## src/rtl/vga_pixel_reader.sv

```systemverilog
// VGA raster generator that requests one pixel per active position and realigns returned RGB with sync/blank.
// Latency: request to DAC output is LATENCY+1 cycles; no backpressure, upstream must answer every request.
module vga_pixel_reader #(
    parameter int H_ACTIVE = 640,
    parameter int H_FRONT  = 16,
    parameter int H_SYNC   = 96,
    parameter int H_BACK   = 48,
    parameter int V_ACTIVE = 480,
    parameter int V_FRONT  = 10,
    parameter int V_SYNC   = 2,
    parameter int V_BACK   = 33,
    parameter int LATENCY  = 2
) (
    input  logic       iCLK,
    input  logic       iRESET,
    input  logic [9:0] iRed,
    input  logic [9:0] iGreen,
    input  logic [9:0] iBlue,
    output logic       oRequest,
    output logic [9:0] oReqX,
    output logic [9:0] oReqY,
    output logic [9:0] oRed,
    output logic [9:0] oGreen,
    output logic [9:0] oBlue,
    output logic       oHS,
    output logic       oVS,
    output logic       oBLANK_n,
    output logic       oFrameStart
);

    localparam int H_TOTAL = H_ACTIVE + H_FRONT + H_SYNC + H_BACK;
    localparam int V_TOTAL = V_ACTIVE + V_FRONT + V_SYNC + V_BACK;

    localparam logic [9:0]  H_LAST     = 10'(H_TOTAL - 1);
    localparam logic [9:0]  V_LAST     = 10'(V_TOTAL - 1);
    localparam logic [10:0] H_ACT_END  = 11'(H_ACTIVE);
    localparam logic [10:0] V_ACT_END  = 11'(V_ACTIVE);
    localparam logic [10:0] HS_BEGIN   = 11'(H_ACTIVE + H_FRONT);
    localparam logic [10:0] HS_END     = 11'(H_ACTIVE + H_FRONT + H_SYNC);
    localparam logic [10:0] VS_BEGIN   = 11'(V_ACTIVE + V_FRONT);
    localparam logic [10:0] VS_END     = 11'(V_ACTIVE + V_FRONT + V_SYNC);

    typedef struct packed {
        logic act;
        logic hs;
        logic vs;
        logic fs;
    } tuple_t;

    logic [9:0] h;
    logic [9:0] v;
    logic       run;
    logic       act;
    tuple_t     cur;
    tuple_t     tail;
    tuple_t     pipe [LATENCY+1];

    // run holds the counters at (0,0) for one cycle after reset release
    always_ff @(posedge iCLK) begin
        if (iRESET) begin
            h   <= '0;
            v   <= '0;
            run <= 1'b0;
        end else begin
            run <= 1'b1;
            if (run) begin
                if (h == H_LAST) begin
                    h <= '0;
                    v <= (v == V_LAST) ? 10'd0 : v + 10'd1;
                end else begin
                    h <= h + 10'd1;
                end
            end
        end
    end

    always_comb begin
        act     = ({1'b0, h} < H_ACT_END) && ({1'b0, v} < V_ACT_END);
        cur     = '0;
        cur.act = act;
        cur.hs  = ({1'b0, h} >= HS_BEGIN) && ({1'b0, h} < HS_END);
        cur.vs  = ({1'b0, v} >= VS_BEGIN) && ({1'b0, v} < VS_END);
        cur.fs  = (h == 10'd0) && (v == 10'd0);
    end

    // pipe[0] launches with the request; pipe[LATENCY] lines up with returned data
    always_ff @(posedge iCLK) begin
        if (iRESET) begin
            oRequest <= 1'b0;
            oReqX    <= '0;
            oReqY    <= '0;
            for (int k = 0; k <= LATENCY; k++) begin
                pipe[k] <= '0;
            end
        end else begin
            if (run) begin
                oRequest <= act;
                oReqX    <= act ? h : 10'd0;
                oReqY    <= act ? v : 10'd0;
                pipe[0]  <= cur;
            end
            for (int k = 1; k <= LATENCY; k++) begin
                pipe[k] <= pipe[k-1];
            end
        end
    end

    assign tail = pipe[LATENCY];

    always_ff @(posedge iCLK) begin
        if (iRESET) begin
            oRed        <= '0;
            oGreen      <= '0;
            oBlue       <= '0;
            oHS         <= 1'b1;
            oVS         <= 1'b1;
            oBLANK_n    <= 1'b0;
            oFrameStart <= 1'b0;
        end else begin
            oRed        <= tail.act ? iRed   : 10'd0;
            oGreen      <= tail.act ? iGreen : 10'd0;
            oBlue       <= tail.act ? iBlue  : 10'd0;
            oHS         <= ~tail.hs;
            oVS         <= ~tail.vs;
            oBLANK_n    <= tail.act;
            oFrameStart <= tail.fs;
        end
    end

endmodule
```

## config.mk

```make
export PLATFORM = sky130hd
export DESIGN_NAME = vga_pixel_reader
export DESIGN_NICKNAME = d
export VERILOG_FILES = /design/src/rtl/vga_pixel_reader.sv
export SDC_FILE = /design/constraint.sdc
export NUM_CORES = 1
export LEC_CHECK = 0
export CORE_ASPECT_RATIO = 1.1
export CORE_MARGIN = 4
export CORE_UTILIZATION = 51
export CTS_CLUSTER_DIAMETER = 80
export DETAILED_ROUTE_END_ITERATION = 6
export PLACE_DENSITY = 0.84
export SLEW_MARGIN = 30
export SYNTH_ARGS = -nofsm -noshare
export SYNTH_HDL_FRONTEND = slang
export SYNTH_SLANG_ARGS = --single-unit
```

## constraint.sdc

```tcl
create_clock -name iCLK -period 4.04 [get_ports iCLK]
set_input_delay 1.212 -clock iCLK [delete_from_list [all_inputs] [get_ports iCLK]]
set_output_delay 1.212 -clock iCLK [all_outputs]
set_load 0.01 [all_outputs]
```

==> results.json <==
{
  "status": "finished clean",
  "max_freq_mhz": 370,
  "syn_area_um2": 3160,
  "ctsHtreeMaxLevel": 3,
  "n_antenna_cell": 0,
  "r2r_end": "v[5]$_SDFFE_PP0P_",
  "routedWlPerCell_um": 15.6,
  "final_hold_viol_count": 0,
  "post-place-ws_ps": 988,
  "finalSetupViolCount": 0,
  "worst_pin_slew_ps": 727,
  "ys.flop_type": "dfxtp_1",
  "reg2regPathDepth": 5,
  "cts-resized-gates": 0,
  "synth_largest_area_cell": "dfxtp_1",
  "crit_buf_inv": 1,
  "clk_latency_ps": 350,
  "max_slew_margin": 0.514,
  "hold_slack_ps": 408,
  "end_kind": "register",
  "cts_tree": "yes",
  "place_congestion": 0.819,
  "ys_seq_elements": 88,
  "rsz0062_at_grt": "false",
  "layout_setup_ws_ps": 1340,
  "yosysUniqueCellTypes": 41,
  "areaGrowthSynthToFinish_pct": 33.7,
  "dr.pass1.iters": 4,
  "fin_area_um2": 4230,
  "synth.area.top_cells": "dfxtp_1 (48%), edfxtp_1 (11%), and2_1 (6.3%)",
  "die_w_um": 83.1,
  "crit_end": "oReqX[5]$_SDFFE_PP0P_",
  "synth_edf_count": 12,
  "drive_above_1_share": 0.0718,
  "critPathKind": "in2reg",
  "clockRootBuffer": "clkbuf_8",
  "die-height_um": 90.6,
  "coreArea_um2": 5880,
  "synth_fa_ha_area_frac": 0.0158,
  "arrival_ps": 3000,
  "drv_slew": 0,
  "hp-class": "reg2reg",
  "period_share": 0.669,
  "cp.depth": 5,
  "synth_mux_area_frac": 0,
  "num_rows": 29,
  "finalCriticalPeriod_ps": 2700,
  "syn_inst": 285,
  "fp.dieArea_um2": 7530,
  "fin_tns_setup_ps": 0,
  "cap_violations": 0,
  "clock-sinks": 88,
  "post_cts.repair.setup_buffers": 0,
  "max_stage_delay_ps": 600,
  "synth.yosys.seq_area_share": 0.595,
  "cpLargestDelayFamily": "simple AND/OR/NAND/NOR gates",
  "cp-start-kind": "input pin",
  "synth_top_family_by_area": "simple AND/OR/NAND/NOR gates",
  "leakagePower_nw": 1.59,
  "antenna_found_initial": 0,
  "cts_hold_buffers": 0,
  "port_buffers": 86,
  "gr-total-overflow": 0,
  "crit_required_ps": 4330,
  "path_max_fanout": 20,
  "path_cells": "clkdlybuf4s50_1 > nor2_1 > and3_1 > and2_1 > a22o_2",
  "ir_drop_v": 0.000247,
  "clock_skew_ps": 9.57,
  "p_per_area_nw_per_um2": 373,
  "yosysWarnings": 0,
  "synth-simple-area-share": 0.225,
  "synth_xor_area_frac": 0.0277,
  "async_flop_share": 0,
  "grt_pass1_wl_mm": 11.7,
  "dp_hpwl_mm": 5.08,
  "wirelength_mm": 7.06,
  "synth_area_per_cell_um2": 11.1,
  "utilization": 0.720,
  "critPathLaunch": "iRESET",
  "synth_compound_area_frac": 0.0917,
  "crit_slowest_cell": "and2_1",
  "r2r-start": "h[0]$_SDFFE_PP0P_",
  "clk_pin_slew_worst_paths_ps": 90,
  "r2r_setup_slack_ps": 1960,
  "grt_pass1_vias": 2299,
  "nNetsFinal": 407,
  "ant_nets": 0,
  "drc": 0,
  "grt_use_total": 0.191,
  "ios": 87,
  "drt_iter0_drc": 143,
  "grt_max_degree": 32,
  "synth_top_cell_area_share": 0.481,
  "dpl-instance-area_um2": 4060,
  "initial_core_util": 0.538,
  "vias": 2394,
  "viasPerCell": 5.28,
  "cts_inserted_buffers": 9,
  "clock_path_buffers": 2
}
## worst min path at each step
stage / depth (start not counted) / slack, ps / from / to
2_1_floorplan: 1 / 390 / pipe[0][10]$_SDFFCE_PN0P_ / oHS$_SDFF_PP1_
3_3_place_gp: 1 / 400 / pipe[0][10]$_SDFFCE_PN0P_ / oHS$_SDFF_PP1_
3_5_place_dp: 1 / 400 / pipe[0][10]$_SDFFCE_PN0P_ / oHS$_SDFF_PP1_
4_1_cts: 1 / 410 / pipe[0][10]$_SDFFCE_PN0P_ / oHS$_SDFF_PP1_
5_1_grt: 1 / 430 / pipe[0][9]$_SDFFCE_PN0P_ / oVS$_SDFF_PP1_
6_report: 1 / 410 / pipe[0][10]$_SDFFCE_PN0P_ / oHS$_SDFF_PP1_
## cell usage after synthesis, types with 3 or more instances
cell type / count
or3_1: 3
nand4_1: 6
or4_1: 3
o21ai_0: 4
nand3_1: 11
edfxtp_1: 12
o31ai_1: 3
inv_1: 6
and3_1: 4
nand2_1: 12
and2_1: 32
nor3_1: 9
clkbuf_1: 12
nor2b_1: 11
nor4_1: 5
a22o_1: 18
xor2_1: 5
xnor2_1: 5
buf_2: 5
ha_1: 4
a21oi_1: 10
nor2_1: 9
dfxtp_1: 76
## cell usage in the layout, fill, tap and decap left out, drive strengths merged, types with 9 or more instances in the layout
| cell | instances |
|---|---|
| clkdlybuf4s50 | 86 |
| nand3 | 11 |
| nand2 | 12 |
| nor2b | 11 |
| edfxtp | 12 |
| a21oi | 11 |
| nor2 | 9 |
| and2 | 32 |
| nor3 | 9 |
| dfxtp | 76 |
| inv | 9 |
| a22o | 19 |
| clkbuf | 9 |
## layer usage
metal / track usage / vias to the layer above / share of wire
met5: 0 / - / 0
met4: 0.0613 / 0 / 0.0068
met3: 0.0438 / 5 / 0.073
met2: 0.318 / 115 / 0.49
met1: 0.247 / 1121 / 0.43
li1: - / 1153 / -
## final cells by class
cell class / count / area (um^2)
clock buffer: 9 / 124
clock inverter: 7 / 52.6
fill: 419 / 1650
inverter: 6 / 22.5
multi-input combinational: 177 / 1170
sequential: 88 / 1880
tap: 77 / 96.3
timing repair buffer: 89 / 883
## registers in the layout (all words and copies together) (netlist names)
register / cells
h: 10
oBLANK_n: 1
oBlue: 10
oFrameStart: 1
oGreen: 10
oHS: 1
oRed: 10
oReqX: 10
oReqY: 10
oRequest: 1
oVS: 1
pipe: 12
run: 1
v: 10
## per-stage QoR
stage / cells / total power, mW
global placement: 437 / 1.05
finish: 453 / 1.58
CTS: 453 / 1.59
floorplan: 292 / 0.983
global route: 453 / 1.63
detailed placement: 437 / 1.05
## logic make-up after synthesis
family / Yosys count
compound gates: 40
xor+xnor: 10
fa+ha+maj: 4
buf+inv: 27
flops: 88
other cells: 1
simple gates: 115
## power by group
group          switching [mW]  internal (mW)
clock                   0.321          0.228
sequential             0.0109          0.910
combinational          0.0428         0.0660
(Power assumes the default switching activity.)
